**src/rtl/vedic_mul_pipe.sv**
```systemverilog
// vedic_mul_pipe: recursive Urdhva-Tiryagbhyam multiplier, one level per pipeline stage,
// valid/ready flow control with a tag sideband. Define VEDIC_MUL_SIGNED_EN for per-op signed mode.
module vedic_mul_pipe #(
    parameter  int WIDTH  = 8,
    parameter  int TAG_W  = 4,
    localparam int LEVELS = $clog2(WIDTH)
) (
    input  logic                 clk,
    input  logic                 reset,
    input  logic                 in_valid,
    output logic                 in_ready,
    input  logic [WIDTH-1:0]     a,
    input  logic [WIDTH-1:0]     b,
    input  logic [TAG_W-1:0]     in_tag,
`ifdef VEDIC_MUL_SIGNED_EN
    input  logic                 in_signed,
`endif
    output logic                 out_valid,
    input  logic                 out_ready,
    output logic [2*WIDTH-1:0]   result,
    output logic [TAG_W-1:0]     out_tag,
    output logic                 busy,
    output logic [LEVELS:0]      in_flight
);

    localparam int PROD_W = 2 * WIDTH;
`ifdef VEDIC_MUL_SIGNED_EN
    localparam int DEPTH = LEVELS + 1;
`else
    localparam int DEPTH = LEVELS;
`endif

    function automatic logic [LEVELS:0] count_ones(input logic [DEPTH-1:0] v);
        logic [LEVELS:0] n;
        n = '0;
        for (int i = 0; i < DEPTH; i++) begin
            n = n + {{LEVELS{1'b0}}, v[i]};
        end
        return n;
    endfunction

    logic [DEPTH-1:0] vld_r;
    logic [DEPTH-1:0] vld_nxt_s;
    logic [DEPTH-1:0] ld_s;
    logic             stall_s;
    logic             accept_s;
    logic [LEVELS:0]  in_flight_r;
    logic             busy_r;
    logic [TAG_W-1:0] tag_r [DEPTH];
    logic [WIDTH-1:0] a_mag_s;
    logic [WIDTH-1:0] b_mag_s;

    assign stall_s   = vld_r[DEPTH-1] & ~out_ready;
    assign accept_s  = in_valid & ~stall_s;
    assign in_ready  = ~stall_s;
    assign out_valid = vld_r[DEPTH-1];
    assign out_tag   = tag_r[DEPTH-1];
    assign busy      = busy_r;
    assign in_flight = in_flight_r;

    // Rigid shift of the valid bits; a stage only loads when valid data moves into it
    always_comb begin
        vld_nxt_s = vld_r;
        ld_s      = '0;
        if (stall_s) begin
            vld_nxt_s = vld_r;
            ld_s      = '0;
        end else begin
            vld_nxt_s = {vld_r[DEPTH-2:0], accept_s};
            ld_s      = {vld_r[DEPTH-2:0], accept_s};
        end
    end

    // Valid bits plus occupancy bookkeeping, kept registered alongside the stage bits
    always_ff @(posedge clk or negedge reset) begin
        if (!reset) begin
            vld_r       <= '0;
            in_flight_r <= '0;
            busy_r      <= 1'b0;
        end else begin
            vld_r       <= vld_nxt_s;
            in_flight_r <= count_ones(vld_nxt_s);
            busy_r      <= (vld_nxt_s != '0);
        end
    end

    // Tag sideband travels with the operands
    always_ff @(posedge clk or negedge reset) begin
        if (!reset) begin
            for (int i = 0; i < DEPTH; i++) begin
                tag_r[i] <= '0;
            end
        end else begin
            if (ld_s[0]) begin
                tag_r[0] <= in_tag;
            end
            for (int i = 1; i < DEPTH; i++) begin
                if (ld_s[i]) begin
                    tag_r[i] <= tag_r[i-1];
                end
            end
        end
    end

`ifdef VEDIC_MUL_SIGNED_EN
    logic              neg_s;
    logic [LEVELS-1:0] sgn_r;
    logic [PROD_W-1:0] res_r;

    // Signed operands enter the array as magnitudes; the product sign is reapplied at the end
    always_comb begin
        a_mag_s = a;
        b_mag_s = b;
        neg_s   = 1'b0;
        if (in_signed) begin
            a_mag_s = a[WIDTH-1] ? ((~a) + WIDTH'(1)) : a;
            b_mag_s = b[WIDTH-1] ? ((~b) + WIDTH'(1)) : b;
            neg_s   = a[WIDTH-1] ^ b[WIDTH-1];
        end else begin
            a_mag_s = a;
            b_mag_s = b;
            neg_s   = 1'b0;
        end
    end

    // Sign pipe running in parallel with the multiplier levels
    always_ff @(posedge clk or negedge reset) begin
        if (!reset) begin
            sgn_r <= '0;
        end else begin
            if (ld_s[0]) begin
                sgn_r[0] <= neg_s;
            end
            for (int i = 1; i < LEVELS; i++) begin
                if (ld_s[i]) begin
                    sgn_r[i] <= sgn_r[i-1];
                end
            end
        end
    end

    // Extra output stage: conditional two's complement of the magnitude product
    always_ff @(posedge clk or negedge reset) begin
        if (!reset) begin
            res_r <= '0;
        end else if (ld_s[DEPTH-1]) begin
            res_r <= sgn_r[LEVELS-1] ? ((~g_lvl[LEVELS].prod_r) + PROD_W'(1)) : g_lvl[LEVELS].prod_r;
        end
    end

    assign result = res_r;
`else
    assign a_mag_s = a;
    assign b_mag_s = b;
    assign result  = g_lvl[LEVELS].prod_r;
`endif

    // Level k holds (WIDTH>>k)^2 products of 2^k-bit slices, each 2^(k+1) bits wide,
    // indexed as a_slice*NK + b_slice.
    for (genvar k = 1; k <= LEVELS; k++) begin : g_lvl
        localparam int NK = WIDTH >> k;
        localparam int PW = 2 << k;

        logic [NK*NK*PW-1:0] prod_r;
        logic [NK*NK*PW-1:0] prod_nxt_s;

        if (k == 1) begin : g_base
            for (genvar i = 0; i < NK; i++) begin : g_i
                for (genvar j = 0; j < NK; j++) begin : g_j
                    assign prod_nxt_s[(i*NK+j)*PW +: PW] =
                        {2'b00, a_mag_s[2*i +: 2]} * {2'b00, b_mag_s[2*j +: 2]};
                end
            end
        end else begin : g_comb
            localparam int NP = 2 * NK;
            localparam int PP = PW / 2;
            localparam int H  = PW / 4;
            for (genvar i = 0; i < NK; i++) begin : g_i
                for (genvar j = 0; j < NK; j++) begin : g_j
                    logic [PP-1:0] hh_s;
                    logic [PP-1:0] hl_s;
                    logic [PP-1:0] lh_s;
                    logic [PP-1:0] ll_s;
                    logic [PP:0]   mid_s;
                    assign hh_s  = g_lvl[k-1].prod_r[((2*i+1)*NP + 2*j+1)*PP +: PP];
                    assign hl_s  = g_lvl[k-1].prod_r[((2*i+1)*NP + 2*j  )*PP +: PP];
                    assign lh_s  = g_lvl[k-1].prod_r[((2*i  )*NP + 2*j+1)*PP +: PP];
                    assign ll_s  = g_lvl[k-1].prod_r[((2*i  )*NP + 2*j  )*PP +: PP];
                    // Cross-term sum keeps its carry bit before being shifted into place
                    assign mid_s = {1'b0, hl_s} + {1'b0, lh_s};
                    assign prod_nxt_s[(i*NK+j)*PW +: PW] =
                        {hh_s, ll_s} + {{(H-1){1'b0}}, mid_s, {H{1'b0}}};
                end
            end
        end

        // Level register advances only when a valid operand set moves into it
        always_ff @(posedge clk or negedge reset) begin
            if (!reset) begin
                prod_r <= '0;
            end else if (ld_s[k-1]) begin
                prod_r <= prod_nxt_s;
            end
        end
    end

endmodule

```
**config.mk**
```make
export PLATFORM = sky130hd
export DESIGN_NAME = vedic_mul_pipe
export DESIGN_NICKNAME = d
export VERILOG_FILES = /design/src/rtl/vedic_mul_pipe.sv
export SDC_FILE = /design/constraint.sdc
export NUM_CORES = 1
export LEC_CHECK = 0
export CAP_MARGIN = 25
export CORE_AREA = 5 5 121 209
export DETAILED_ROUTE_END_ITERATION = 8
export DIE_AREA = 0 0 126 214
export GPL_ROUTABILITY_DRIVEN = 0
export PLACE_DENSITY = 0.61
export SYNTH_ARGS = -nofsm -noshare
export SYNTH_HDL_FRONTEND = slang
export SYNTH_SLANG_ARGS = --single-unit
```
**constraint.sdc**
```tcl
create_clock -name clk -period 6.04 [get_ports clk]
set_input_delay 0.906 -clock clk [delete_from_list [all_inputs] [get_ports clk]]
set_output_delay 0.906 -clock clk [all_outputs]
set_load 0.05 [all_outputs]
```
==> results of run 1 <==
## layout make-up
cell class                      instances  area, um2  share of cell area (%)
Clock inverter                         13        104                    1.17
Tap cell                              304        380                    4.29
Multi-Input combinational cell        513       4060                    45.8
Timing Repair Buffer                   52        544                    6.14
Clock buffer                           19        443                    4.99
Inverter                               21       83.8                   0.945
Sequential cell                       130       3250                    36.7
## report_power, final
part	internal [W]	switching (W)	leakage, nW
Sequential	0.00114	0.000163	1.65
Combinational	0.000914	0.00122	2.40
Clock	0.000541	0.000405	0.253
## state kept, by name, indices dropped and copies added, names as in the netlist
register / flops
g_lvl.prod_r: 96
result: 16
tag_r: 8
out_tag: 4
vld_r: 3
in_flight: 2
busy: 1
## tightest hold or removal path, stage by stage, from the launching register on
cell and delay [ns]:
dfrtp_1 0.33, nand2_1 0.05, nand2_1 0.05
## per-stage QoR
stage / instances / instance area [um2] / total power (W) / utilization [%] / setup slack [ns]
after floorplan: 688 / 7550 / 0.00299 / - / 3.34
after CTS: 1050 / 8820 / 0.00446 / 37.8 / 2.79
after global routing: 1052 / 8870 / 0.00475 / 38.0 / 2.66
after detailed placement: 1018 / 8270 / 0.00348 / 35.5 / 2.67
final: 1052 / 8870 / 0.00439 / 38.0 / 2.79
after global placement: 1018 / 8270 / 0.00344 / 35.5 / 2.76
## routing by layer
| metal | vias up | global-route usage [%] | wire, um | share of wire [%] |
|---|---|---|---|---|
| li1 | 2467 | - | - | - |
| met1 | 2374 | 12.2 | 5880 | 39 |
| met2 | 55 | 22.6 | 8560 | 57 |
| met3 | 11 | 2.67 | 433 | 2.9 |
| met4 | 0 | 4.58 | 257 | 1.7 |
| met5 | - | 0 | 0 | 0 |
## synth_stat cells (11+ instances only)
| cell | instances |
|---|---|
| fa_1 | 11 |
| xor2_1 | 17 |
| ha_1 | 87 |
| dfrtp_1 | 130 |
| o21ai_0 | 44 |
| a21oi_1 | 28 |
| a21o_1 | 15 |
| xnor2_1 | 20 |
| and2_1 | 48 |
| nand2_1 | 106 |
| inv_1 | 20 |
| mux2_2 | 72 |
## kinds of logic after synthesis
| group | after synthesis | synth area share (%) |
|---|---|---|
| simple gates | 196 | 12.6 |
| flops | 130 | 43.1 |
| compound gates | 108 | 8.67 |
| fa+ha+maj | 98 | 17.3 |
| mux | 72 | 10.7 |
| buf+inv | 45 | 3.25 |
| xor+xnor | 37 | 4.29 |
| other cells | 1 | 0.0497 |
## worst max-delay path by stage
stage,slack [ns],startpoint,to
2_1_floorplan,3.34,g_lvl[2].prod_r[8]$_DFFE_PN0P_,result[15]$_DFFE_PN0P_
3_3_place_gp,2.76,out_ready,in_flight[0]$_DFF_PN0_
3_5_place_dp,2.67,out_ready,in_flight[0]$_DFF_PN0_
4_1_cts,2.79,out_ready,in_ready
6_report,2.79,out_ready,in_ready
5_1_grt,2.66,g_lvl[2].prod_r[16]$_DFFE_PN0P_,result[15]$_DFFE_PN0P_
==> results.json, run 1 <==
{
  "placementRows": 74,
  "antennaDiodeCount": 0,
  "ys_seq_area_share_pct": 43.1,
  "final_common_cell": "dfrtp_1",
  "hold_viol": 0,
  "dp_hpwl_um": 11100,
  "clock_path_buffers": 2,
  "slew_viol_final": 0,
  "cp_data_arrival_time_ns": 2.34,
  "reg2regPathDepth": 14,
  "overflow": 0,
  "die_y_um": 214,
  "hold_depth": 2,
  "cts_root_buffer": "clkbuf_16",
  "hold_slack_ns": 0.456,
  "wl_um": 15100,
  "hold_path.class": "register to register",
  "viasPerCell": 4.66,
  "cpPeakStageDelay_ns": 0.80,
  "wl_per_cell_um": 14.4,
  "startpoint_type": "input port",
  "cts_resized": 0,
  "syn_avg_cell_area_um2": 11.0,
  "core-area_mm2": 0.0233,
  "grt_pass1_vias": 5145,
  "cp_top_family": "buffers and inverters",
  "synthArstFlopShare_pct": 100,
  "power_density_mw_per_mm2": 495,
  "first_pass_iters": 4,
  "numCtsBuffers": 17,
  "r2r-end": "result[15]$_DFFE_PN0P_",
  "timing.critical_path.mode_cell": "clkdlybuf4s50_1",
  "ys_warn_count": 0,
  "path_cells": "clkdlybuf4s50_1 -> nor2b_4 -> clkinv_4 -> clkdlybuf4s50_1",
  "synthTopCellsByArea": "dfrtp_1 (43%), ha_1 (14%), mux2_2 (11%)",
  "die_area_mm2": 0.0270,
  "required_ns": 5.13,
  "worstHoldStart": "g_lvl[2].prod_r[0]$_DFFE_PN0P_",
  "relSlewSlack_pct": 42.6,
  "worstHoldEndpoint": "result[0]$_DFFE_PN0P_",
  "maxCapViolations": 0,
  "syn_to_final_growth_pct": 17.5,
  "netlist_area_mm2": 0.00755,
  "cts_sinks": 130,
  "crit_type": "input port to primary output",
  "cts_setup_buffers": 0,
  "fin_crit_ns": 3.25,
  "crit_buf_inv": 3,
  "drt_iter0_drc": 213,
  "synth_cells": 687,
  "grtUsageTotal_pct": 11.8,
  "clk_latency_ns": 0.42,
  "synth_enable_flop_cells": 0,
  "critical_path_cell_count": 4,
  "start_util_pct": 32.4,
  "synth_top_cell_by_area": "dfrtp_1",
  "finalSetupTns_ns": 0,
  "num_vias": 4907,
  "cts_tree": "done",
  "cpMaxStageDelayCell": "clkdlybuf4s50_1",
  "io_buffer_count": 48,
  "synth_seq_cells": 130,
  "finalClockSkew_ns": 0.00652,
  "end_kind": "primary output",
  "synthFlopType": "dfrtp_1",
  "drc": 0,
  "ios": 51,
  "fill_cells": 2332,
  "status": "completed",
  "peakVddDrop_mv": 0.223,
  "grt_pass1_wl_um": 25400,
  "nNetsFinal": 857,
  "p_leak_nw": 4.30,
  "h-tree-depth": 4,
  "crit_path_max_fanout": 6,
  "holdBufCountCts": 0,
  "rsz0062_at_grt": "false",
  "min_period_over_period_pct": 53.8,
  "clock.fmax_ghz": 0.308,
  "r2r_start": "g_lvl[2].prod_r[8]$_DFFE_PN0P_",
  "synth_top_area_share_pct": 43.1,
  "drive_gt1_share_pct": 16.7,
  "clk_pin_slew_ns": 0.06,
  "ant_nets": 0,
  "worstMarginPinSlew_ns": 0.861,
  "grt_antenna_before_repair": 0,
  "setup_viol": 0,
  "r2r_slack_ns": 2.94,
  "layout_common_cells": "dfrtp_1 (130), nand2_1 (106), ha_1 (87)",
  "die_x_um": 126,
  "synth.distinct_cells": 45,
  "grt_max_degree": 86
}
Power figures use the tool's default switching activity.
==> inputs of run 2 (changes only) <==
clock period = 3.3 ns   (was 6.04 ns; I/O delays follow)
==> results.json, run 2 (synthesized netlist as in run 1, its figures left out) <==
{
  "clock.fmax_ghz": 0.338,
  "fill_cells": 2320,
  "drt_iter0_drc": 148,
  "timing.critical_path.mode_cell": "a21oi_1",
  "cts_tree": "done",
  "cts_root_buffer": "clkbuf_16",
  "grt_pass1_wl_um": 25700,
  "startpoint_type": "register",
  "grt_max_degree": 82,
  "r2r_slack_ns": 0.34,
  "die_x_um": 126,
  "die_area_mm2": 0.0270,
  "die_y_um": 214,
  "reg2regPathDepth": 14,
  "hold_viol": 0,
  "io_buffer_count": 48,
  "cts_sinks": 130,
  "placementRows": 74,
  "multi_input_area_mm2": 0.00407,
  "num_vias": 4842,
  "cts_setup_buffers": 0,
  "overflow": 0,
  "cpMaxStageDelayCell": "fa_1",
  "ios": 51,
  "grtUsageTotal_pct": 11.8,
  "min_period_over_period_pct": 89.7,
  "crit_type": "register to register",
  "fin_crit_ns": 2.96,
  "slew_viol_final": 0,
  "clk_pin_slew_ns": 0.06,
  "cp_top_family": "simple AND/OR/NAND/NOR gates",
  "critical_path.startpoint": "g_lvl[2].prod_r[8]$_DFFE_PN0P_",
  "status": "completed",
  "viasPerCell": 4.60,
  "final_common_cell": "dfrtp_1",
  "hold_slack_ns": 0.122,
  "numCtsBuffers": 17,
  "r2r_start": "g_lvl[2].prod_r[8]$_DFFE_PN0P_",
  "r2r-end": "result[15]$_DFFE_PN0P_",
  "drc": 0,
  "wl_um": 14900,
  "holdBufCountCts": 0,
  "setup_viol": 0,
  "end_kind": "register",
  "path_cells": "ha_1 -> inv_1 -> fa_1 -> nor2b_1 -> o21ai_1 -> a21oi_1 -> a211oi_1 -> nor3_2 -> ha_1 -> a21oi_1 -> and4b_1 -> nor3_1 -> a21oi_1 -> nor3_2",
  "worstMarginPinSlew_ns": 0.755,
  "grt_antenna_before_repair": 0,
  "seqCellArea_mm2": 0.00325,
  "antennaDiodeCount": 0,
  "dp_hpwl_um": 11100,
  "clock_path_buffers": 2,
  "finalSetupTns_ns": 0,
  "layout_common_cells": "dfrtp_1 (130), nand2_1 (106), ha_1 (87)",
  "syn_to_final_growth_pct": 17.6,
  "crit_buf_inv": 1,
  "hold_path.class": "input port to async pin",
  "p_leak_nw": 4.32,
  "ant_nets": 0,
  "top_register": "g_lvl.prod_r",
  "peakVddDrop_mv": 0.410,
  "largest_register_ff_count": 96,
  "nNetsFinal": 859,
  "wl_per_cell_um": 14.2,
  "crit_path_max_fanout": 4,
  "h-tree-depth": 4,
  "power_density_mw_per_mm2": 903,
  "finalClockSkew_ns": 0.00674,
  "clk_latency_ns": 0.41,
  "cts_resized": 0,
  "start_util_pct": 32.4,
  "rsz0062_at_grt": "false",
  "relSlewSlack_pct": 49.7,
  "cp_data_arrival_time_ns": 3.30,
  "cpPeakStageDelay_ns": 0.39,
  "first_pass_iters": 4,
  "maxCapViolations": 0,
  "drive_gt1_share_pct": 16.6,
  "core-area_mm2": 0.0233,
  "grt_pass1_vias": 5076,
  "required_ns": 3.64
}
==> run 2: changes by cell type in the layout (fill, tap and decap cells not counted), moves of 2 or more <==
cell        before  now
clkinvlp_4       5    1
clkinv_4         3    1
clkbuf_8         1    5
clkbuf_1         1    3
clkinv_2         1    4
buf_12           1    3
inv_6            5    0
==> run 2: metrics by stage <==
step	total power (W)	instances	setup WS, ns	instance area [um2]	utilization (%)
4_1_cts	0.00815	1052	0.177	8870	38.0
3_5_place_dp	0.00639	1022	0.198	8340	35.8
2_1_floorplan	0.00547	688	0.601	7550	-
6_report	0.00802	1052	0.339	8880	38.1
3_3_place_gp	0.00632	1022	0.258	8340	35.8
5_1_grt	0.00869	1052	0.0544	8880	38.1
==> run 2: area by class of cell <==
class	count	share of cell area (%)
multi-input combinational	513	45.8
sequential	130	36.6
timing repair buffer	54	6.35
clock buffer	25	5.69
tap	304	4.28
inverter	21	0.944
clock inverter	5	0.310
==> run 2: power breakdown <==
part	switching (W)	leakage [nW]	total, W	internal, W
Sequential	0.000305	1.65	0.00240	0.00210
Clock	0.000656	0.265	0.00170	0.00105
Combinational	0.00223	2.41	0.00391	0.00168
==> run 2: worst max-delay path by stage <==
stage	endpoint	depth (start not counted)
finish	result[15]$_DFFE_PN0P_	14
global route	result[15]$_DFFE_PN0P_	14
CTS	result[15]$_DFFE_PN0P_	14
detailed placement	result[15]$_DFFE_PN0P_	14
global placement	result[15]$_DFFE_PN0P_	14
floorplan	result[15]$_DFFE_PN0P_	14
==> run 2: routing by layer <==
metal	share of wire, %	wire (um)	track usage [%]
met1	40	6040	13.0
met3	2.5	367	2.34
met4	1.8	264	4.97
met5	0	0	0
met2	55	8260	21.9
